`src/rtl/step_ramp_sequencer.sv`:
```
// Trapezoidal-profile stepper sequencer: accel/cruise/decel step timing
// with its own rescheduled period counter and a 4-coil phase driver.
module step_ramp_sequencer #(
  parameter int CNT_W  = 21,
  parameter int STEP_W = 16
) (
  input  logic              clk,
  input  logic              rst,
  input  logic              start,
  input  logic              abort,
  input  logic              dir,
  input  logic              half_step,
  input  logic [STEP_W-1:0] target_steps,
  input  logic [CNT_W-1:0]  period_start,
  input  logic [CNT_W-1:0]  period_min,
  input  logic [CNT_W-1:0]  ramp_step,
  output logic [3:0]        coil,
  output logic              step_pulse,
  output logic              busy,
  output logic              done,
  output logic              aborted,
  output logic [STEP_W-1:0] position
);

  localparam logic [1:0] S_IDLE   = 2'd0;
  localparam logic [1:0] S_ACCEL  = 2'd1;
  localparam logic [1:0] S_CRUISE = 2'd2;
  localparam logic [1:0] S_DECEL  = 2'd3;

  logic [1:0]        state;
  logic [CNT_W-1:0]  cnt;
  logic [CNT_W-1:0]  per;
  logic [CNT_W-1:0]  pstart;
  logic [CNT_W-1:0]  pmin;
  logic [CNT_W-1:0]  ramp;
  logic [STEP_W-1:0] target;
  logic [STEP_W-1:0] steps;
  logic [STEP_W-1:0] acc;
  logic              dir_q;
  logic              half_q;
  logic [2:0]        idx;
  logic              end_pend;

  logic [CNT_W-1:0]  ps_cl;
  logic [CNT_W-1:0]  pm_cl;
  logic              active;
  logic              step_ev;
  logic [STEP_W-1:0] steps_new;
  logic [STEP_W-1:0] acc_new;
  logic [STEP_W-1:0] remaining;
  logic [CNT_W:0]    floor_sum;
  logic [CNT_W:0]    up_sum;
  logic [CNT_W-1:0]  per_dn;
  logic [CNT_W-1:0]  per_up;
  logic [2:0]        delta;
  logic [2:0]        idx_nxt;

  assign ps_cl = (period_start < CNT_W'(2)) ? CNT_W'(2) : period_start;
  assign pm_cl = (period_min < CNT_W'(2)) ? CNT_W'(2) : period_min;

  assign active    = (state != S_IDLE);
  assign step_ev   = active && (cnt == per - CNT_W'(1));
  assign steps_new = steps + STEP_W'(1);
  assign acc_new   = (state == S_ACCEL) ? acc + STEP_W'(1) : acc;
  assign remaining = target - steps_new;

  // Widened sums keep both ramp directions free of wrap-around
  assign floor_sum = {1'b0, pmin} + {1'b0, ramp};
  assign per_dn    = ({1'b0, per} < floor_sum) ? pmin : per - ramp;
  assign up_sum    = {1'b0, per} + {1'b0, ramp};
  assign per_up    = (up_sum > {1'b0, pstart}) ? pstart
                                               : up_sum[CNT_W-1:0];

  assign delta   = half_q ? 3'd1 : 3'd2;
  assign idx_nxt = dir_q ? idx + delta : idx - delta;

  always_comb begin
    coil = 4'b1000;
    unique case (idx)
      3'd0: coil = 4'b1000;
      3'd1: coil = 4'b1100;
      3'd2: coil = 4'b0100;
      3'd3: coil = 4'b0110;
      3'd4: coil = 4'b0010;
      3'd5: coil = 4'b0011;
      3'd6: coil = 4'b0001;
      3'd7: coil = 4'b1001;
    endcase
  end

  always_ff @(posedge clk) begin
    if (rst) begin
      state      <= S_IDLE;
      cnt        <= '0;
      per        <= '0;
      pstart     <= '0;
      pmin       <= '0;
      ramp       <= '0;
      target     <= '0;
      steps      <= '0;
      acc        <= '0;
      dir_q      <= 1'b0;
      half_q     <= 1'b0;
      idx        <= 3'd0;
      end_pend   <= 1'b0;
      step_pulse <= 1'b0;
      busy       <= 1'b0;
      done       <= 1'b0;
      aborted    <= 1'b0;
      position   <= '0;
    end else begin
      step_pulse <= 1'b0;
      done       <= 1'b0;
      if (end_pend) begin
        end_pend <= 1'b0;
        busy     <= 1'b0;
        done     <= 1'b1;
      end
      if (active && abort) begin
        state   <= S_IDLE;
        busy    <= 1'b0;
        done    <= 1'b1;
        aborted <= 1'b1;
      end else if (state == S_IDLE) begin
        if (start && !abort && !busy) begin
          dir_q   <= dir;
          half_q  <= half_step;
          target  <= target_steps;
          ramp    <= ramp_step;
          pstart  <= ps_cl;
          pmin    <= pm_cl;
          per     <= ps_cl;
          cnt     <= '0;
          steps   <= '0;
          acc     <= '0;
          aborted <= 1'b0;
          // Full-step runs only on the two-coil (odd) patterns
          if (!half_step)
            idx <= idx | 3'd1;
          if (target_steps == '0) begin
            done <= 1'b1;
          end else begin
            busy  <= 1'b1;
            state <= (ps_cl <= pm_cl) ? S_CRUISE : S_ACCEL;
          end
        end
      end else if (step_ev) begin
        cnt        <= '0;
        step_pulse <= 1'b1;
        idx        <= idx_nxt;
        steps      <= steps_new;
        position   <= dir_q ? position + STEP_W'(1)
                            : position - STEP_W'(1);
        if (steps_new == target) begin
          state    <= S_IDLE;
          end_pend <= 1'b1;
        end else begin
          unique case (state)
            S_ACCEL: begin
              acc <= acc_new;
              // Triangle turnover: hold the period for the mirror step
              if (remaining <= acc_new) begin
                state <= S_DECEL;
              end else begin
                per <= per_dn;
                if (per_dn == pmin)
                  state <= S_CRUISE;
              end
            end
            S_CRUISE: begin
              if (remaining <= acc) begin
                state <= S_DECEL;
                per   <= per_up;
              end
            end
            S_DECEL: per <= per_up;
            default: state <= S_IDLE;
          endcase
        end
      end else begin
        cnt <= cnt + CNT_W'(1);
      end
    end
  end

endmodule

```
`config.mk`:
```
export PLATFORM = sky130hd
export DESIGN_NAME = step_ramp_sequencer
export DESIGN_NICKNAME = d
export VERILOG_FILES = /design/src/rtl/step_ramp_sequencer.sv
export SDC_FILE = /design/constraint.sdc
export NUM_CORES = 1
export LEC_CHECK = 0
export BUFFER_PORTS_ARGS = -buffer_cell sky130_fd_sc_hd__clkbuf_2
export CORE_MARGIN = 4
export CORE_UTILIZATION = 49
export CTS_CLUSTER_DIAMETER = 200
export DETAILED_ROUTE_END_ITERATION = 8
export HOLD_SLACK_MARGIN = 0.08
export PLACE_DENSITY = 0.73
export SLEW_MARGIN = 25
export SYNTH_ARGS = -nofsm -noshare
export SYNTH_HDL_FRONTEND = slang
export SYNTH_SLANG_ARGS = --single-unit
```
`constraint.sdc`:
```
create_clock -name clk -period 5.3 [get_ports clk]
set_input_delay 0.265 -clock clk [delete_from_list [all_inputs] [get_ports clk]]
set_output_delay 0.265 -clock clk [all_outputs]
set_load 0.01 [all_outputs]
```
==> reports/metrics.cfg <==
[final_layout]
postLayoutCellArea_sq_mm = 0.0191
drive_gt1_frac = 0.161
fin_nets = 2609
diodes = 0
area_growth_pct = 19.3
stdcell_count = 2770

[cts]
clk_path_buf_depth = 2
cts_tree = done
clkSlewWorstSetupHoldPaths_ns = 0.08
cts.sinks = 181
cts_root_buf = clkbuf_16
clock_latency_ns = 0.45
htree_num_levels = 4
cts_made_buffers = 17

[worst_setup_path]
crit_cells = 30
cp_num_buf_inv = 15
worstPathRequired_ns = 5.67
crit_arrival_ns = 5.64
cp_slowest_stage_delay_ns = 0.44
crit_slowest_cell = a2111o_1
startpoint_type = register
crit_top_cell = buf_4
critical-path-top-delay-family = buffers and inverters
timing.reg2reg.worst_path_depth = 30
crit_fanout = 6
critical_path_class = reg -> reg
cp-end-kind = register

[floorplan]
ios = 109
die_w_um = 189
fp.coreArea_sq_mm = 0.0319
start_util = 0.501
dieArea_sq_mm = 0.0356
fp-row-count = 65
dieHeight_um = 189

[placement]
io_buffers = 108
globalplace.congestion = 0.991
place_inst = 2668
hpwl_mm = 39.5
dpl_cell_area_sq_mm = 0.0175

[synthesis]
synth.yosys.seq_area_share = 0.227
yosys.cell_types.count = 88
synth.largest_area_cell = dfxtp_1
synthCells = 2123
ys_ff_latch = 181
synth_nets = 2409
async_flop_share = 0
yosys_warnings = 0
synth_edf_count = 0
synthFlopType = dfxtp_1
synth_area_sq_mm = 0.0160
synth_top_cell_area_share = 0.227
synth.avg_cell_area_sq_um = 7.52
synth_area_leaders = dfxtp_1, ha_1, a21oi_1, nand2_1, xnor2_1

[timing]
hold_violations = 0
fin_setup_tns_ns = 0
fin_worst_skew_ns = 0.0108
fin_crit_sh = 0.994
worstMarginPinSlew_ns = 1.09
setup_viol = 0
max_freq_ghz = 0.190
slew_headroom = 0.266
period_minus_slack_ns = 5.27
finalMaxSlewViolations = 0
timing.hold.ws_ns = 0.103
rsz0062_at_grt = true

[power]
internal_power_mw = 6.08
peakVddDrop_mv = 0.385
p_sw_frac = 0.483
p_sw_mw = 5.68
power_frac_seq = 0.149
leakagePower_nw = 8.17
p_per_area_mw_per_mm2 = 618
power_mw = 11.8
p_comb_frac = 0.735
p_clk_frac = 0.116

[drt]
drcViolationCount = 0
via_per_inst = 5.92
vias = 16400
wl_per_cell_um = 18.9
ant_nets = 0
firstDrtPassIters = 5
drt_iter0_drc = 1409
wl_mm = 52.4

[global_routing]
grt_pass1_wl_mm = 82.8
antenna_found_initial = 2
track_usage = 0.286
grt_max_degree = 81
grt-ovfl-total = 0
grt_pass1_vias = 16000

[hold_path]
hp-class = in -> reg
holdPathStages = 3

[status]
status = finished, final reports clean

[flow_run]
drv_cap = 0

## worst reg2reg max path: cells and delay by family, from the launching register on
family | cells | cell delay, ns
fa+ha+maj | 3 | 0.77
xor+xnor | 2 | 0.27
compound gates | 5 | 1.19
simple gates | 5 | 0.76
flops | 1 | 0.34
buf+inv | 15 | 1.85
## layout by cell type, fill, tap and decap left out, types with 23 or more instances in the layout
master and instances:
dfxtp_1 177, a21o_1 43, a211oi_1 24, a21oi_1 215, nor2b_1 26, clkbuf_2 107, xnor2_1 105, ha_1 190
xor2_1 62, and3_1 23, dlygate4sd3_1 45, inv_1 123, nand2b_1 23, buf_4 138, nor2_1 154, nand3_1 52
nand2_1 272, a31oi_1 24, nor3_1 65, nand4_1 31, o21ai_0 84
## cells by family (layout without fill, tap and decap cells)
group | Yosys count | count (layout) | share of synthesized area
AOI/OAI and AO/OA | 532 | 532 | 0.202
xor gates and xnor gates | 173 | 173 | 0.0983
adders and majority gates | 201 | 201 | 0.160
and+or+nand+nor | 764 | 764 | 0.232
muxes | 29 | 29 | 0.0192
buffers and inverters | 243 | 455 | 0.0610
DFF | 181 | 181 | 0.227
## state kept, by name (all words and copies together), names as in the netlist, 2 cells and up
signal / count
acc: 16
state: 2
position: 16
pmin: 21
idx: 3
ramp: 21
target: 16
cnt: 21
pstart: 21
per: 21
steps: 16
## final timing paths
kind,start,end,slack (ns)
worst max-delay path,steps[1],per[9],0.03
worst min-delay path,period_min[20],pmin[20],0.10
worst max register to register,steps[1],per[9],0.03
worst min register to register,pstart[6],pstart[6],0.46
## power by group through the flow
| stage | Combinational (mW) | Sequential, mW | Clock (mW) |
|---|---|---|---|
| finish | 8.65 | 1.75 | 1.36 |
| global route | 9.37 | 1.77 | 1.44 |
| CTS | 8.02 | 1.74 | 1.38 |
| detailed placement | 7.82 | 1.77 | 0 |
| global placement | 7.69 | 1.77 | 0 |
| floorplan | 5.40 | 1.74 | 0 |
## per-stage QoR
step	utilization	setup slack, ns
6_report	0.598	0.0329
5_1_grt	0.598	-0.183
4_1_cts	0.589	0.00490
3_5_place_dp	0.549	-0.335
3_3_place_gp	0.549	-0.188
2_1_floorplan	-	0.00458
## Yosys cell counts, drive strengths merged (4+ instances only)
master,n
nand2,272
a21oi,223
ha,195
dfxtp,181
nor2,157
inv,124
o21ai,109
xnor2,106
clkbuf,105
nor3,66
xor2,64
nand3,53
a21o,44
nand4,31
nor2b,27
a211oi,26
a31oi,26
and3,25
nor4,25
nand2b,24
mux2i,16
o21a,16
or3,15
buf,14
mux2,13
nand3b,12
o21bai,12
or4,11
and4,10
nor3b,10
o211ai,9
or2,8
and2,7
fa,6
o2111ai,6
o31ai,6
a21boi,5
o41ai,5
a221oi,4
o311a,4
## layer usage
layer / GRT usage / part of all wire / vias up
li1: - / - / 7879
met1: 0.343 / 0.40 / 7727
met2: 0.499 / 0.48 / 624
met3: 0.0502 / 0.067 / 163
met4: 0.132 / 0.053 / 4
met5: 0 / 0.00063 / -
## cell type report
type                            count  area [sq um]
Clock buffer                       21           470
Sequential cell                   181          3630
Clock inverter                     10           136
Timing Repair Buffer              300          2200
Multi-Input combinational cell   1699         11600
Fill cell                        2908         12800
Tap cell                          435           544
Inverter                          124           468
## repair_timing
item | in CTS | in global routing
hold endpoints to repair | 45 | 0
setup endpoints to repair | 23 | 23
pin swaps | 13 | 32
resized for setup | 19 | 48
gates cloned | 1 | 1
hold buffers | 45 | 0
buffers inserted | 15 | 8
(Power assumes the default switching activity.)
